`src/rtl/demux_buf_pkg.sv`:
```
// demux_buf_pkg: shared widths, select encodings and pointer/count sizing for demux_buf.
package demux_buf_pkg;
  localparam int WIDTH_DEF = 32;
  localparam logic SEL_WB = 1'b0;
  localparam logic SEL_MEM = 1'b1;
  function automatic int ptr_w(input int depth);
    return $clog2(depth);
  endfunction
  function automatic int cnt_w(input int depth);
    return $clog2(depth) + 1;
  endfunction
endpackage

```
`src/rtl/demux_buf_sync_fifo.sv`:
```
// sync_fifo: registered-output synchronous FIFO with occupancy count.
module sync_fifo
  import demux_buf_pkg::*;
#(
  parameter int WIDTH = WIDTH_DEF,
  parameter int DEPTH = 2
) (
  input  logic                      clk,
  input  logic                      rst,
  input  logic                      push,
  input  logic                      pop,
  input  logic [WIDTH-1:0]          din,
  output logic [WIDTH-1:0]          dout,
  output logic                      full,
  output logic                      empty,
  output logic [cnt_w(DEPTH)-1:0]   count
);
  localparam int PW = ptr_w(DEPTH);
  localparam int CW = cnt_w(DEPTH);
  logic [WIDTH-1:0] mem [DEPTH];
  logic [PW-1:0] head, tail;
  logic do_push, do_pop;
  assign full = count == CW'(DEPTH);
  assign empty = count == '0;
  assign do_push = push && !full;
  assign do_pop = pop && !empty;
  assign dout = mem[head];
  always_ff @(posedge clk) begin
    if (rst) begin
      head <= '0;
      tail <= '0;
      count <= '0;
      for (int i = 0; i < DEPTH; i++) mem[i] <= '0;
    end else begin
      if (do_push) begin
        mem[tail] <= din;
        tail <= tail + PW'(1);
      end
      if (do_pop) head <= head + PW'(1);
      count <= count + CW'(do_push) - CW'(do_pop);
    end
  end
endmodule

```
`src/rtl/demux_buf.sv`:
```
// demux_buf: steers one valid/ready stream into two independently buffered outputs.
module demux_buf
  import demux_buf_pkg::*;
#(
  parameter int WIDTH = WIDTH_DEF,
  parameter int DEPTH = 2
) (
  input  logic                     clk,
  input  logic                     rst,
  input  logic                     in_valid,
  input  logic                     in_sel,
  input  logic [WIDTH-1:0]         in_data,
  output logic                     in_ready,
  output logic                     out0_valid,
  output logic [WIDTH-1:0]         out0_data,
  input  logic                     out0_ready,
  output logic                     out1_valid,
  output logic [WIDTH-1:0]         out1_data,
  input  logic                     out1_ready,
  output logic [cnt_w(DEPTH)-1:0]  cnt0,
  output logic [cnt_w(DEPTH)-1:0]  cnt1
);
  logic full0, full1, empty0, empty1, push0, push1;
  // Acceptance looks only at the target FIFO's fullness, never at a same-cycle pop.
  assign in_ready = !rst && (in_sel == SEL_MEM ? !full1 : !full0);
  assign push0 = in_valid && in_ready && in_sel == SEL_WB;
  assign push1 = in_valid && in_ready && in_sel == SEL_MEM;
  assign out0_valid = !empty0;
  assign out1_valid = !empty1;
  sync_fifo #(.WIDTH(WIDTH), .DEPTH(DEPTH)) u_fifo0 (
    .clk(clk), .rst(rst), .push(push0), .pop(out0_ready), .din(in_data),
    .dout(out0_data), .full(full0), .empty(empty0), .count(cnt0)
  );
  sync_fifo #(.WIDTH(WIDTH), .DEPTH(DEPTH)) u_fifo1 (
    .clk(clk), .rst(rst), .push(push1), .pop(out1_ready), .din(in_data),
    .dout(out1_data), .full(full1), .empty(empty1), .count(cnt1)
  );
endmodule

```
`config.mk`:
```
export PLATFORM = sky130hd
export DESIGN_NAME = demux_buf
export DESIGN_NICKNAME = d
export VERILOG_FILES = /design/src/rtl/demux_buf_pkg.sv /design/src/rtl/demux_buf_sync_fifo.sv /design/src/rtl/demux_buf.sv
export SDC_FILE = /design/constraint.sdc
export NUM_CORES = 1
export LEC_CHECK = 0
export ABC_AREA = 1
export CORE_UTILIZATION = 57
export DETAILED_ROUTE_END_ITERATION = 16
export PLACE_DENSITY_LB_ADDON = 0.05
export SLEW_MARGIN = 0
export SYNTH_ARGS = -nofsm -noshare
export SYNTH_HDL_FRONTEND = slang
export SYNTH_HIERARCHICAL = 1
export SYNTH_SLANG_ARGS = --single-unit
export TNS_END_PERCENT = 50
```
`constraint.sdc`:
```
create_clock -name clk -period 7.7 [get_ports clk]
set_input_delay 1.54 -clock clk [delete_from_list [all_inputs] [get_ports clk]]
set_output_delay 1.54 -clock clk [all_outputs]
set_load 0.1 [all_outputs]
```
# [Word-level counts from Yosys, hierarchy flattened]
# Memories as Yosys holds them, arrays and structs flattened. A register that Yosys moved wholly into a read port is not among the register bits.
# Index checks and enable logic that the tools add are counted.
# Widths: inputs -> output; s select.
[totals] mem_count=2 ramBits=128 input_bits=38 word_cells=55 regBits=8
[memory_table] name="u_fifo0.mem" depth=2 width=32 rd=1 rd_clocked_by_memory_dff=1 write_ports=2 line="demux_buf_sync_fifo.sv:20" text="logic [WIDTH-1:0] mem [DEPTH];"
[memory_table] name="u_fifo1.mem" depth=2 width=32 rd=1 rd_clocked_by_memory_dff=1 write_ports=2 line="demux_buf_sync_fifo.sv:20"
[op_classes] reduce_logical=17 n_eq_ne=2 muxes=19 n_bitwise=1 addsub=8
[op_table] op="$mux 32" n=2
[op_table] op="$reduce_or 32->1" n=2
[op_table] op="$mux 1" n=17
[op_table] op="$logic_and 1x1->1" n=8
[op_table] op="$logic_not 1->1" n=5
[op_table] op="$add 1x1->1 const B" n=4
[op_table] op="$add 2x1->2" n=2
[op_table] op="$eq 2x2->1 const B" n=2
[op_table] op="$logic_not 2->1" n=2
[op_table] op="$sub 2x1->2" n=2
[op_table] op="$not 1->1" n=1

# [Logic depth before layout (Yosys ltp)]
# Gate-level depths: netlist of run 1.
[depth] word_depth=12 mapped_depth=16 mapped_depth_nobuf=16

# [By module]
# The synthesis of run 1 kept the hierarchy.
[by_module_without_submodules] mod="sync_fifo" area_each_um2=3113.0 instances=2 seq_area_each_um2=2021.9 cells_per_inst=243
[by_module_without_submodules] mod="demux_buf" area_each_um2=52.6 instances=1 seq_area_each_um2=0.0 cells_per_inst=11

# [Least setup slack after synthesis of run 1]
# OpenSTA, ideal clock, no wires.
[synth_path] path_type="input to output" from="in in_sel" to="out in_ready" t_arrival_ns=2.939 required_ns=6.160 path_buffers=0 setup_slack_ns=3.221 cell_stages=4 path_cell_list="inv_1 nand2_2 nand2_1 nor2_1"
[synth_via] elab_chain_cells=2
[synth_rtl] item="from (decl)" line="demux_buf.sv:11" text="input logic in_sel,"
[synth_rtl] item="$mux 1" line="demux_buf.sv:25" text="assign in_ready = !rst && (in_sel == SEL_MEM ? !full1 : !full0);"
[synth_rtl] item="$logic_and 1x1->1" line="demux_buf.sv:25"
[synth_rtl] item="to (decl)" line="demux_buf.sv:13" text="output logic in_ready,"
# Every way passes these cells.

# [Worst setup path in the final report of run 1]
# Ends and elaborated chain as after synthesis.

==> reports/qor_table.md, run 1 <==
| Parameter | This run | Unit |
| --- | --- | --- |
| Fin crit share | 0.649 | - |
| Number of distinct standard cells referenced by the synthesized netlist | 21 | - |
| Aggregate routed wire length | 12100 | um |
| Number of antenna violations at the first check in global routing | 0 | - |
| Logic gate share of total power | 0.402 | - |
| Final Skew | 7.75 | ps |
| Starting utilization of the core area | 0.597 | - |
| Weighted congestion at the end of routability-driven global placement | 0.785 | - |
| Via count of the first global-routing pass | 3799 | - |
| First DRT Iteration DRCs | 160 | - |
| Clock power share | 0.274 | - |
| Later-pin clock latency in the skew report | 520 | ps |
| Final count of hold timing violations | 0 | - |
| Post-DP HPWL | 7970 | um |
| Synthesized cell area | 6280 | um2 |
| Synth Register Bits | 138 | - |
| Global route total overflow | 0 | - |
| First-pass GRT wire length | 18600 | um |
| Die Height | 107 | um |
| Power share of the sequential group | 0.324 | - |
| Average via count per standard cell | 5.03 | - |
| Post-synthesis sequential area ratio | 0.644 | - |
| Core area | 10500 | um2 |
| Reg clk slew, reported paths | 60 | ps |
| Area of the die | 11400 | um2 |
| Die width | 107 | um |
| Post-synthesis area per instance | 12.6 | um2 |
| Data arrival time at the worst-slack endpoint | 3460 | ps |
| Pin count of the biggest net entering global routing | 35 | - |
| Net total in the final layout | 652 | - |
| Post-route DRC | 0 | - |
| Placement row count | 37 | - |
| Buffer cell driving the clock tree root | sky130_fd_sc_hd__clkbuf_8 | - |
| Count of boundary I/O pins | 109 | - |
| Largest buffer count on any clock path | 2 | - |
| Number of slew-limit violations in the final report | 0 | - |
| Clock H-tree levels | 4 | - |
| Worst Hold Slack | 511 | ps |
| Yosys top cell by area | sky130_fd_sc_hd__edfxtp_1 | - |
| Crit path launch type | primary input | - |
| Total of warnings raised by yosys | 6 | - |
| Required time of the critical path | 6160 | ps |
| Post-cts sizing count | 0 | - |
| Peak VDD IR | 0.316 | mV |
| Routed wirelength normalized by instance count | 16.0 | um |
| Via count | 3817 | - |
| Worst slew pin tran | 1010 | ps |
| CTS tree | done | - |
| Fraction of final layout cells with drive strength greater than 1 | 0.236 | - |
| Fmax achieved | 200 | MHz |
| Share of the synthesized area in the top cell type | 0.612 | - |
| Count of filler cells inserted in the layout | 741 | - |
| Ranking of synthesized cells by area | sky130_fd_sc_hd__edfxtp_1 (61%), sky130_fd_sc_hd__mux2_2 (10%), sky130_fd_sc_hd__nor2_1 (6.2%), sky130_fd_sc_hd__inv_1 (5.1%), sky130_fd_sc_hd__nor2_2 (4.2%) | - |
| Number of buffers added on ports | 108 | - |
| Power density over cell area | 353 | nW/um2 |
| First-pass iteration count of the detailed router | 4 | - |
| Num Clock Sinks | 138 | - |
| Leading cell type in the layout, fill and taps excluded | sky130_fd_sc_hd__edfxtp_1 | - |
| Post-synthesis net count | 539 | - |
| Max-cap violations | 0 | - |
| Worst max-slew margin expressed relative to the limit | 0.323 | - |
| Int Pwr | 0.00165 | W |
| Most frequent cells in the layout | sky130_fd_sc_hd__edfxtp_1 (128), sky130_fd_sc_hd__clkdlybuf4s50_1 (108), sky130_fd_sc_hd__nor2_1 (103) | - |
| Static Leakage | 3.29 | nW |
| Post-CTS Setup Repair Bufs | 0 | - |
| Switching power total | 0.00115 | W |
| Crit Path Max Fanout | 3 | - |
| Total Routing Usage GR | 0.224 | - |
| N_diodes | 0 | - |
| Count of hold-fix buffers inserted at cts | 0 | - |
| Sw Share | 0.411 | - |
| Number of setup violations in the final report | 0 | - |
| Remaining number of nets flagged by the antenna check after routing | 0 | - |
| Final total negative setup slack | 0 | ps |
| RSZ-0062 raised after global routing | false | - |
| Path type of the worst setup path | in2out | - |
| Result of the run | finished clean | - |
| Gate Count Post-Synth | 497 | - |
| Relative area change from synthesis to final layout | 26.1 | % |
| Type of destination of the critical path | output pin | - |
| Class of the most critical hold timing path | reg2reg | - |
| Total CTS buffers | 17 | - |
| Minimum period implied by the final worst setup slack | 5000 | ps |
-- cell families after synthesis --
| kind of cell | Yosys count | synth area share |
|---|---|---|
| AND/OR/NAND/NOR | 175 | 0.138 |
| AO/OA/AOI/OAI | 6 | 0.00558 |
| multiplexers | 64 | 0.117 |
| flip-flops | 138 | 0.644 |
| buffers and inverters | 110 | 0.0877 |
| adder cells (fa/ha/maj) | 4 | 0.00797 |
-- power groups by stage --
stage	sequential (W)	combinational, W	clock, W
6_report	0.000906	0.00113	0.000766
5_1_grt	0.000913	0.00117	0.000807
4_1_cts	0.000906	0.00113	0.000779
3_5_place_dp	0.000921	0.00113	0
3_3_place_gp	0.000919	0.00112	0
2_1_floorplan	0.000973	0.000858	0
-- cells in the mapped netlist, drive strengths merged --
cell	number
nor2	145
edfxtp	128
inv	90
mux2	64
nand2	21
buf	20
dfxtp	10
nand4	5
ha	4
nand3	4
a21boi	2
a21oi	2
o21ai	2
-- worst paths after layout --
kind,from,endpoint,slack [ps],cells after the start
setup reg to reg,u_fifo1/count[0]$_SDFF_PP0_,u_fifo1/mem[0][28]$_SDFFCE_PN0P_,4490,9
hold / removal,u_fifo1/head$_SDFFE_PP0P_,flop,510,2
hold reg to reg,u_fifo1/head$_SDFFE_PP0P_,flop,510,2
setup / recovery,in_sel,in_ready,2700,6
-- final cells by class --
class,instances,area (um2),share of cell area
clock buffer,22,433,0.0547
clock inverter,10,125,0.0158
inverter,90,338,0.0427
multi-input combinational,249,1680,0.213
sequential,138,4040,0.511
tap,136,170,0.0215
timing repair buffer,114,1130,0.142
-- sequential cells by signal, indices dropped and copies added, names as in the netlist, named ones only --
register,flops
u_fifo0/count,2
u_fifo0/head,1
u_fifo0/mem,64
u_fifo0/tail,1
u_fifo1/count,2
u_fifo1/head,1
u_fifo1/mem,64
u_fifo1/tail,1
-- metrics by stage --
stage	std cells	instance area, um2	setup WS (ps)	power [W]	util
2_1_floorplan	497	6280	3220	0.00183	-
3_3_place_gp	727	7360	2730	0.00204	0.701
3_5_place_dp	727	7360	2710	0.00205	0.701
4_1_cts	759	7920	2700	0.00282	0.754
5_1_grt	759	7920	2630	0.00289	0.754
6_report	759	7920	2700	0.00280	0.754
-- worst max-delay path, stage by stage --
cell and delay, ps:
sky130_fd_sc_hd__clkdlybuf4s50_1 500, sky130_fd_sc_hd__inv_1 80, sky130_fd_sc_hd__nand2_2 70, sky130_fd_sc_hd__nand2_1 50, sky130_fd_sc_hd__nor2_1 80, sky130_fd_sc_hd__clkdlybuf4s50_1 1140
-- metal layers --
layer  global-route usage  part of all wire  routed length [um]  up-vias
li1                     -                 -                   -     1849
met1                0.264              0.40                4860     1845
met2                0.393              0.53                6480      112
met3               0.0596             0.052                 632       11
met4               0.0822             0.012                 148        0
met5                    0                 0                   0        -
Note: power is estimated with default switching activity, not from simulation.
==> run 2, diff against run 1 <==
Settings changed: CORE_UTILIZATION 57 to 53.
Clock period 7.7 ns to 5.2 ns, I/O delays scaled along.
==> reports/qor_table.md, run 2 (same netlist as run 1, synthesis figures left out) <==
| Parameter | This run | Unit | Delta |
| --- | --- | --- | --- |
| Worst flop-to-flop path startpoint | u_fifo1/count[0]$_SDFF_PP0_ | - |  |
| Buffer cell driving the clock tree root | sky130_fd_sc_hd__clkbuf_16 | - |  |
| Leading cell type in the layout, fill and taps excluded | sky130_fd_sc_hd__edfxtp_1 | - |  |
| Number of antenna violations at the first check in global routing | 0 | - | unchanged |
| Count of boundary I/O pins | 109 | - | unchanged |
| Number of cells traversed by the worst hold path | 2 | - | unchanged |
| Slowest Stage Delay on Critical Path | 1140 | ps | about the same |
| Fmax achieved | 279 | MHz |  |
| Worst hold endpoint | u_fifo0/head$_SDFFE_PP0P_ | - |  |
| Via count | 3815 | - | -0.052% |
| Power share of the sequential group | 0.326 | - | +0.002 |
| Logic gate share of total power | 0.405 | - | +0.003 |
| Result of the run | finished clean | - |  |
| Die Height | 111 | um | +3.6% |
| Post-route DRC | 0 | - | unchanged |
| Cells on worst reg2reg path | 9 | - | unchanged |
| Final count of hold timing violations | 0 | - | unchanged |
| Final Power | 0.00412 | W | +47% |
| Total Routing Usage GR | 0.216 | - | -0.00826 |
| Crit path max-delay cell type | sky130_fd_sc_hd__clkdlybuf4s50_1 | - |  |
| Worst max-slew margin expressed relative to the limit | 0.347 | - | +0.0241 |
| Total CTS buffers | 17 | - | unchanged |
| Type of destination of the critical path | output pin | - |  |
| Worst slew pin tran | 977 | ps | -36.0 ps |
| Number of setup violations in the final report | 0 | - | unchanged |
| Peak VDD IR | 0.318 | mV | +0.75% |
| Global route total overflow | 0 | - | unchanged |
| Final total negative setup slack | 0 | ps | unchanged |
| Minimum period implied by the final worst setup slack | 3590 | ps |  |
| RSZ-0062 raised after global routing | false | - |  |
| Aggregate routed wire length | 12600 | um | +4.0% |
| Worst path buffer plus inverter count | 2 | - | -1 |
| Crit path launch type | flop | - |  |
| N_diodes | 0 | - | unchanged |
| Post-CTS Setup Repair Bufs | 0 | - | unchanged |
| Core area | 11500 | um2 | +9.1% |
| Worst Hold Slack | 507 | ps | -4.33 ps |
| Remaining number of nets flagged by the antenna check after routing | 0 | - | unchanged |
| Post-cts sizing count | 0 | - | unchanged |
| Static Leakage | 3.29 | nW | +0.20% |
| Startpoint of the most critical hold path | u_fifo0/head$_SDFFE_PP0P_ | - |  |
| Pin count of the biggest net entering global routing | 35 | - | unchanged |
| Minimum setup slack among reg-to-reg paths | 2440 | ps | -2050 ps |
| Crit Path Max Fanout | 32 | - | +29 |
| Power density over cell area | 520 | nW/um2 | +47% |
| Fraction of final layout cells with drive strength greater than 1 | 0.242 | - | +0.00564 |
| Required time of the critical path | 4160 | ps | -2000 ps |
| CTS tree | done | - |  |
| First-pass GRT wire length | 19800 | um | +6.0% |
| Sw Share | 0.415 | - | +0.00322 |
| Routed wirelength normalized by instance count | 16.4 | um | +2.8% |
| Critical path, cell by cell | buf_4 -> mux2_2 -> clkdlybuf4s50_1 | - |  |
| First-pass iteration count of the detailed router | 5 | - | +1 |
| Placement row count | 39 | - | +5.4% |
| Net total in the final layout | 654 | - | +0.31% |
| Final Skew | 9.38 | ps | +1.64 ps |
| Die width | 111 | um | +3.6% |
| Int Pwr | 0.00241 | W | +47% |
| Weighted congestion at the end of routability-driven global placement | 0.776 | - | -1.2% |
| Number of slew-limit violations in the final report | 0 | - | unchanged |
| Class of the most critical hold timing path | reg2reg | - |  |
| Switching power total | 0.00171 | W | +49% |
| Data arrival time at the worst-slack endpoint | 2550 | ps | -910 ps |
| First DRT Iteration DRCs | 191 | - | +19% |
| Max-cap violations | 0 | - | unchanged |
| Gate family responsible for the most delay along the worst path | buffers and inverters | - |  |
| Average via count per standard cell | 4.97 | - | -1.2% |
| Fin crit share | 0.690 | - |  |
| Clock H-tree levels | 4 | - | unchanged |
| Later-pin clock latency in the skew report | 400 | ps | -120 ps |
| Relative area change from synthesis to final layout | 26.3 | % |  |
| Most frequent cells in the layout | sky130_fd_sc_hd__edfxtp_1 (128), sky130_fd_sc_hd__clkdlybuf4s50_1 (107), sky130_fd_sc_hd__nor2_1 (103) | - |  |
| Post-DP HPWL | 8180 | um | +2.6% |
| Reg clk slew, reported paths | 50 | ps | about the same |
| Capture instance of the worst register-to-register path | u_fifo0/mem[1][15]$_SDFFCE_PN0P_ | - |  |
| Via count of the first global-routing pass | 3981 | - | +4.8% |
| Number of buffers added on ports | 108 | - | unchanged |
| Num Clock Sinks | 138 | - | unchanged |
| Largest registers in the final layout | u_fifo0/mem (64), u_fifo1/mem (64) | - |  |
| Starting utilization of the core area | 0.548 | - | -0.0499 |
| Area of the die | 12300 | um2 | +7.4% |
| Count of hold-fix buffers inserted at cts | 0 | - | unchanged |
| Clock power share | 0.269 | - | -0.005 |
| Path type of the worst setup path | reg2out | - |  |
| Largest buffer count on any clock path | 2 | - | unchanged |
| Count of filler cells inserted in the layout | 851 | - | +15% |
run 2: area by class of cell:
type | count | area, um2 | area share
clock inverter | 10 | 101 | 0.0128
sequential | 138 | 4040 | 0.510
multi-input combinational | 249 | 1680 | 0.212
clock buffer | 22 | 444 | 0.0560
tap | 143 | 179 | 0.0226
inverter | 90 | 338 | 0.0426
timing repair buffer | 116 | 1140 | 0.144
run 2: worst min-delay path: stages, from the launching register on:
cell and delay, ps:
sky130_fd_sc_hd__dfxtp_1 330, sky130_fd_sc_hd__nor2_1 60, sky130_fd_sc_hd__nor2_1 90
run 2: worst max path at each step:
stage	endpoint	slack [ps]	cells after the start
finish	out0_data[17]	1610	3
global route	out0_data[17]	1540	3
CTS	out0_data[17]	1590	3
detailed placement	u_fifo0/mem[1][6]$_SDFFCE_PN0P_	1440	7
global placement	u_fifo0/mem[1][2]$_SDFFCE_PN0P_	1510	7
floorplan	in_ready	1480	6
run 2: metrics by stage:
| step | worst slack [ps] | util | instances | area, um2 |
|---|---|---|---|---|
| finish | 1610 | 0.691 | 768 | 7930 |
| global placement | 1510 | 0.644 | 736 | 7380 |
| detailed placement | 1440 | 0.644 | 736 | 7380 |
| global route | 1540 | 0.691 | 768 | 7930 |
| CTS | 1590 | 0.691 | 768 | 7930 |
| floorplan | 1480 | - | 497 | 6280 |
run 2: power groups by stage:
stage          combinational [W]  clock (W)  sequential [W]
2_1_floorplan            0.00127          0         0.00144
3_3_place_gp             0.00167          0         0.00136
3_5_place_dp             0.00167          0         0.00136
4_1_cts                  0.00168    0.00113         0.00134
5_1_grt                  0.00173    0.00118         0.00135
6_report                 0.00167    0.00111         0.00134
run 2: layer usage:
metal / part of all wire / vias up / GRT usage
li1: - / 1848 / -
met2: 0.54 / 101 / 0.392
met4: 0.016 / 0 / 0.0844
met1: 0.41 / 1856 / 0.245
met3: 0.038 / 10 / 0.0508
met5: 0 / - / 0
